==> config.mk <==
export PLATFORM = sky130hd
export DESIGN_NAME = cache_req_arbiter
export DESIGN_NICKNAME = d
export VERILOG_FILES = /design/src/rtl/cache_arb_pkg.sv /design/src/rtl/rr_priority_picker.sv /design/src/rtl/cache_req_arbiter.sv
export SDC_FILE = /design/constraint.sdc
export NUM_CORES = 1
export LEC_CHECK = 0
export BUFFER_PORTS_ARGS = -buffer_cell sky130_fd_sc_hd__buf_4
export CORE_AREA = 2 2 157 159
export DETAILED_ROUTE_END_ITERATION = 10
export DIE_AREA = 0 0 159 161
export SLEW_MARGIN = 20
export SYNTH_ARGS = -nofsm -noshare
export SYNTH_HDL_FRONTEND = slang
export SYNTH_SLANG_ARGS = --single-unit
==> constraint.sdc <==
create_clock -name clk -period 2 [get_ports clk]
set_input_delay 0.1 -clock clk [delete_from_list [all_inputs] [get_ports clk]]
set_output_delay 0.1 -clock clk [all_outputs]
set_load 0.005 [all_outputs]
==> src/rtl/cache_arb_pkg.sv <==
// cache_arb_pkg: shared FSM state encoding and default requester count for cache_req_arbiter
package cache_arb_pkg;
  localparam int NUM_REQ_DEF = 4;
  typedef enum logic [1:0] {
    ST_IDLE  = 2'd0,
    ST_ISSUE = 2'd1,
    ST_WAIT  = 2'd2
  } state_e;
endpackage

==> src/rtl/rr_priority_picker.sv <==
// rr_priority_picker: combinational round-robin pick (req_i, last_grant_i -> any_o, winner_o), priority starts at last_grant_i+1
module rr_priority_picker #(
  parameter int NUM_REQ  = 4,
  parameter int ID_WIDTH = $clog2(NUM_REQ)
) (
  input  logic [NUM_REQ-1:0]  req_i,
  input  logic [ID_WIDTH-1:0] last_grant_i,
  output logic                any_o,
  output logic [ID_WIDTH-1:0] winner_o
);
  assign any_o = |req_i;
  always_comb begin
    winner_o = '0;
    for (int k = NUM_REQ; k >= 1; k--)
      if (req_i[(int'(last_grant_i) + k) % NUM_REQ]) winner_o = ID_WIDTH'((int'(last_grant_i) + k) % NUM_REQ);
  end
endmodule

==> src/rtl/cache_req_arbiter.sv <==
// cache_req_arbiter: round-robin arbiter serialising NUM_REQ requesters (req_*/resp_*) onto one cache port (cache_*), reporting busy/grant_id
module cache_req_arbiter
  import cache_arb_pkg::*;
#(
  parameter int NUM_REQ       = NUM_REQ_DEF,
  parameter int ADDRESS_WIDTH = 32,
  parameter int DATA_WIDTH    = 32,
  parameter int ID_WIDTH      = $clog2(NUM_REQ)
) (
  input  logic                          clk,
  input  logic                          reset,
  input  logic [NUM_REQ-1:0]            req_valid,
  input  logic [NUM_REQ-1:0]            req_write,
  input  logic [NUM_REQ*ADDRESS_WIDTH-1:0] req_addr,
  input  logic [NUM_REQ*DATA_WIDTH-1:0] req_wdata,
  output logic [NUM_REQ-1:0]            req_ready,
  output logic [NUM_REQ-1:0]            resp_valid,
  output logic [DATA_WIDTH-1:0]         resp_rdata,
  output logic                          cache_req_valid,
  input  logic                          cache_req_ready,
  output logic                          cache_write_en,
  output logic [ADDRESS_WIDTH-1:0]      cache_mem_add,
  output logic [DATA_WIDTH-1:0]         cache_data_in,
  input  logic                          cache_resp_valid,
  input  logic [DATA_WIDTH-1:0]         cache_data_out,
  output logic                          busy,
  output logic [ID_WIDTH-1:0]           grant_id
);
  state_e state_q, state_d;
  logic [ID_WIDTH-1:0] last_q, last_d, id_q, id_d, win;
  logic we_q, we_d, any, accept;
  logic [ADDRESS_WIDTH-1:0] addr_q, addr_d;
  logic [DATA_WIDTH-1:0] wdata_q, wdata_d, rdata_q, rdata_d;
  logic [NUM_REQ-1:0] resp_q, resp_d;
  rr_priority_picker #(.NUM_REQ(NUM_REQ), .ID_WIDTH(ID_WIDTH)) u_pick (
    .req_i(req_valid),
    .last_grant_i(last_q),
    .any_o(any),
    .winner_o(win)
  );
  assign accept = (state_q == ST_IDLE) && any && !reset;
  always_comb begin
    state_d = state_q;
    last_d = last_q;
    id_d = id_q;
    we_d = we_q;
    addr_d = addr_q;
    wdata_d = wdata_q;
    resp_d = '0;
    rdata_d = '0;
    req_ready = '0;
    if (accept) begin
      req_ready[win] = 1'b1;
      state_d = ST_ISSUE;
      id_d = win;
      we_d = req_write[win];
      addr_d = req_addr[win*ADDRESS_WIDTH +: ADDRESS_WIDTH];
      wdata_d = req_wdata[win*DATA_WIDTH +: DATA_WIDTH];
    end
    if (state_q == ST_ISSUE && cache_req_ready) state_d = ST_WAIT;
    // WAIT stays put for the resp_valid cycle so the next accept lands one cycle later
    if (state_q == ST_WAIT) begin
      if (|resp_q) begin
        state_d = ST_IDLE;
        last_d = id_q;
      end else if (cache_resp_valid) begin
        resp_d = NUM_REQ'(1) << id_q;
        rdata_d = we_q ? '0 : cache_data_out;
      end
    end
  end
  always_ff @(posedge clk) begin
    if (reset) begin
      state_q <= ST_IDLE;
      last_q <= ID_WIDTH'(NUM_REQ - 1);
      id_q <= '0;
      we_q <= 1'b0;
      addr_q <= '0;
      wdata_q <= '0;
      resp_q <= '0;
      rdata_q <= '0;
    end else begin
      state_q <= state_d;
      last_q <= last_d;
      id_q <= id_d;
      we_q <= we_d;
      addr_q <= addr_d;
      wdata_q <= wdata_d;
      resp_q <= resp_d;
      rdata_q <= rdata_d;
    end
  end
  assign busy = state_q != ST_IDLE;
  assign grant_id = busy ? id_q : '0;
  assign cache_req_valid = state_q == ST_ISSUE;
  assign cache_write_en = we_q;
  assign cache_mem_add = addr_q;
  assign cache_data_in = wdata_q;
  assign resp_valid = resp_q;
  assign resp_rdata = rdata_q;
endmodule

==> results.toml <==
[timing]
setup_ws_ns = -0.00444
skew_ns = 0.0166
min_period_ns = 2.00
timing.hold.ws_ns = 0.0458
fmax_ghz = 0.499
maxSlewViolCount = 0
rsz0062_at_grt = "yes"
relSlewSlack_pct = 62.3
tightest_slew_ns = 0.561
setup_viol = 2
fin_crit_sh_pct = 100
hold_viol_final = 0

[global_routing]
grt_pass1_wl_um = 34700
track_usage_pct = 17.0
grt_pass1_vias = 6368
grt_max_degree = 45
antenna_found_initial = 0
grt_overflow = 0

[hold_path]
min_from = "cache_req_ready"
min_to = "state_q[1]"
hold_class = "input pin to flop"
holdPathStages = 3

[route]
vias = 6550
detail_route.iter0.violations = 398
ant_nets = 0
drcViolationCount = 0
vias_per_cell = 4.45
wire_per_inst_um = 15.9
first_pass_iters = 4
drt-total-wl_um = 23400

[finish]
fillers = 2454
fin_area_mm2 = 0.00976
stdcell_count = 1471
drive_gt1_share_pct = 44.3
multiInputGateArea_mm2 = 0.00295
num-nets-final = 1442
area_growth_pct = 85.1
register_area_mm2 = 0.00215
diodes = 0

[setup_path]
cpMostUsedCell = "or2_4"
crit_buf_inv = 2
cp_slowest_stage_delay_ns = 0.40
end_kind = "primary output"
crit_path_top_delay_cell = "a311o_2"
worstSetupPathType = "flop to primary output"
r2r-start = "state_q[1]"
critPathRequiredTime_ns = 1.90
crit_family = "simple AND/OR/NAND/NOR gates"
path_cells = "or2_4 -> or2_4 -> a311o_2 -> buf_12 -> nor2_4 -> buf_6"
reg2reg_to = "cache_data_in[31]"
cp-start-kind = "flop"
r2r_cells = 7
crit_fanout = 6
r2r_slack_ns = 0.11
cp.arrival_ns = 1.90

[power]
total_power_uw = 6150
pwr-share-seq_pct = 39.8
comb_power_share_pct = 30.0
p_int_uw = 4320
leakagePower_uw = 0.00510
p_sw_uw = 1840
ir_drop_v = 0.000422
clockPowerShare_pct = 30.1
p_per_area_mw_per_mm2 = 630
switching_share_pct = 29.8

[floorplan]
die_w_um = 159
dieArea_mm2 = 0.0256
ios = 409
die_h_um = 161
rows = 57
core-area_mm2 = 0.0240
start_util_pct = 22.0

[synth]
synth-seq-cells = 107
synth_warnings = 0
synth_ff_type = "dfxtp_1"
synth-edff-count = 0
async_flop_share_pct = 0
netlist_area_mm2 = 0.00527
synth_nets = 1004
avgSynthCellArea_um2 = 7.49
ys_seq_area_share_pct = 40.6
synth_cell_type_count = 33
synthCells = 704

[clocking]
htree_levels = 3
clk_path_buf_depth = 2
numCtsBuffers = 9
cts_root_buf = "clkbuf_16"
path_clk_slew_ns = 0.08
clock_sinks = 107
cts_tree = "done"
clock_latency_ns = 0.36

[status]
status = "complete, but fails checks"
violations = "negative setup slack"

[place]
portBuffers = 408
gp_congestion = 0.879
dpl-instance-area_mm2 = 0.00891
hpwlAfterDp_um = 16900
placed_cells = 1409

[flow_run]
cap_violations = 0
## sequential cells by signal, summed over array words and instances (netlist names)
signal,flops
cache_data_in,32
cache_write_en,1
resp_valid,4
last_q,2
id_q,2
cache_mem_add,32
state_q,2
resp_rdata,32
## power by group through the flow
| stage | Clock [uW] | Combinational, uW | Sequential [uW] |
|---|---|---|---|
| 2_1_floorplan | 0 | 649 | 2500 |
| 3_3_place_gp | 0 | 1720 | 2490 |
| 3_5_place_dp | 0 | 1730 | 2500 |
| 4_1_cts | 1930 | 1810 | 2450 |
| 5_1_grt | 2030 | 2010 | 2480 |
| 6_report | 1850 | 1850 | 2450 |
## tightest hold or removal path, delay by kind of cell
kind / cells / cell delay (ns)
buf+inv: 1 / 0.08
compound gates: 2 / 0.17
## synthesized netlist by cell type (2+ instances only)
| library cell | instances | area, um2 |
|---|---|---|
| clkbuf_1 | 33 | 124 |
| nor4_1 | 2 | 12.5 |
| a21oi_2 | 10 | 87.6 |
| buf_1 | 6 | 22.5 |
| buf_6 | 3 | 33.8 |
| o211a_1 | 8 | 80.1 |
| mux2i_1 | 8 | 80.1 |
| mux2_2 | 8 | 90.1 |
| nand2b_1 | 4 | 25.0 |
| nor2_1 | 26 | 97.6 |
| nand2_1 | 232 | 871 |
| a211o_1 | 59 | 517 |
| nor3b_1 | 4 | 30.0 |
| buf_2 | 15 | 75.1 |
| a21oi_1 | 107 | 536 |
| and2_1 | 34 | 213 |
| nor2b_1 | 3 | 18.8 |
| a311o_1 | 2 | 20.0 |
| dfxtp_1 | 107 | 2140 |
| nor3_1 | 18 | 90.1 |
| o21ai_0 | 3 | 15.0 |
## cell usage in the layout, fill, tap and decap left out, drive strengths merged, types with 4 or more instances in the layout
cell | synthesis | routed
o211a | 8 | 8
nand2 | 232 | 232
clkinv | 0 | 4
clkbuf | 33 | 11
dfxtp | 107 | 107
nand2b | 4 | 4
inv | 1 | 4
nor3 | 18 | 18
nor3b | 4 | 4
a211o | 59 | 59
buf | 24 | 450
dlygate4sd3 | 0 | 32
a21oi | 117 | 117
mux2 | 8 | 8
and2 | 34 | 34
nor2 | 26 | 26
mux2i | 8 | 8
## what timing repair did
item	4_1_cts	5_1_grt
gates cloned	1	2
pin swaps	5	3
hold endpoints to repair	32	0
setup endpoints to repair	4	6
hold buffers	32	0
resized for setup	2	20
setup buffers	5	6
## logic make-up after synthesis
group / count (synthesis) / synth area share, %
simple gates: 330 / 26.7
compound gates: 193 / 24.6
flops: 107 / 40.6
buf+inv: 58 / 4.91
mux: 16 / 3.23
## layer usage
layer	track usage [%]	vias up	routed length [um]
met5	0	-	0
met4	4.50	0	407
met3	5.08	19	1790
met2	29.8	287	11600
met1	20.3	2982	9580
li1	-	3262	-
## per-stage QoR
stage	TNS [ns]	util, %	setup slack, ns
floorplan	0	-	0.0220
global route	-0.155	40.7	-0.0782
CTS	0	40.1	0.000918
global placement	0	37.2	0.0963
detailed placement	0	37.2	0.113
finish	-0.00604	40.7	-0.00444
## area by class of cell
class / count / share of cell area [%]
timing repair buffer: 484 / 40.5
sequential: 107 / 22.0
clock buffer: 9 / 2.31
tap: 324 / 4.15
multi-input combinational: 539 / 30.2
clock inverter: 7 / 0.808
inverter: 1 / 0.0385
## worst max path at each step
| stage | start | endpoint | cells past startpoint |
|---|---|---|---|
| after floorplan | last_q[0] | cache_mem_add[30] | 7 |
| after global placement | state_q[0] | cache_mem_add[5] | 6 |
| after detailed placement | state_q[0] | cache_data_in[2] | 6 |
| after CTS | last_q[0] | req_ready[1] | 6 |
| after global routing | state_q[1] | req_ready[3] | 6 |
| final | state_q[1] | req_ready[3] | 6 |
Note: power is estimated with default switching activity, not from simulation.
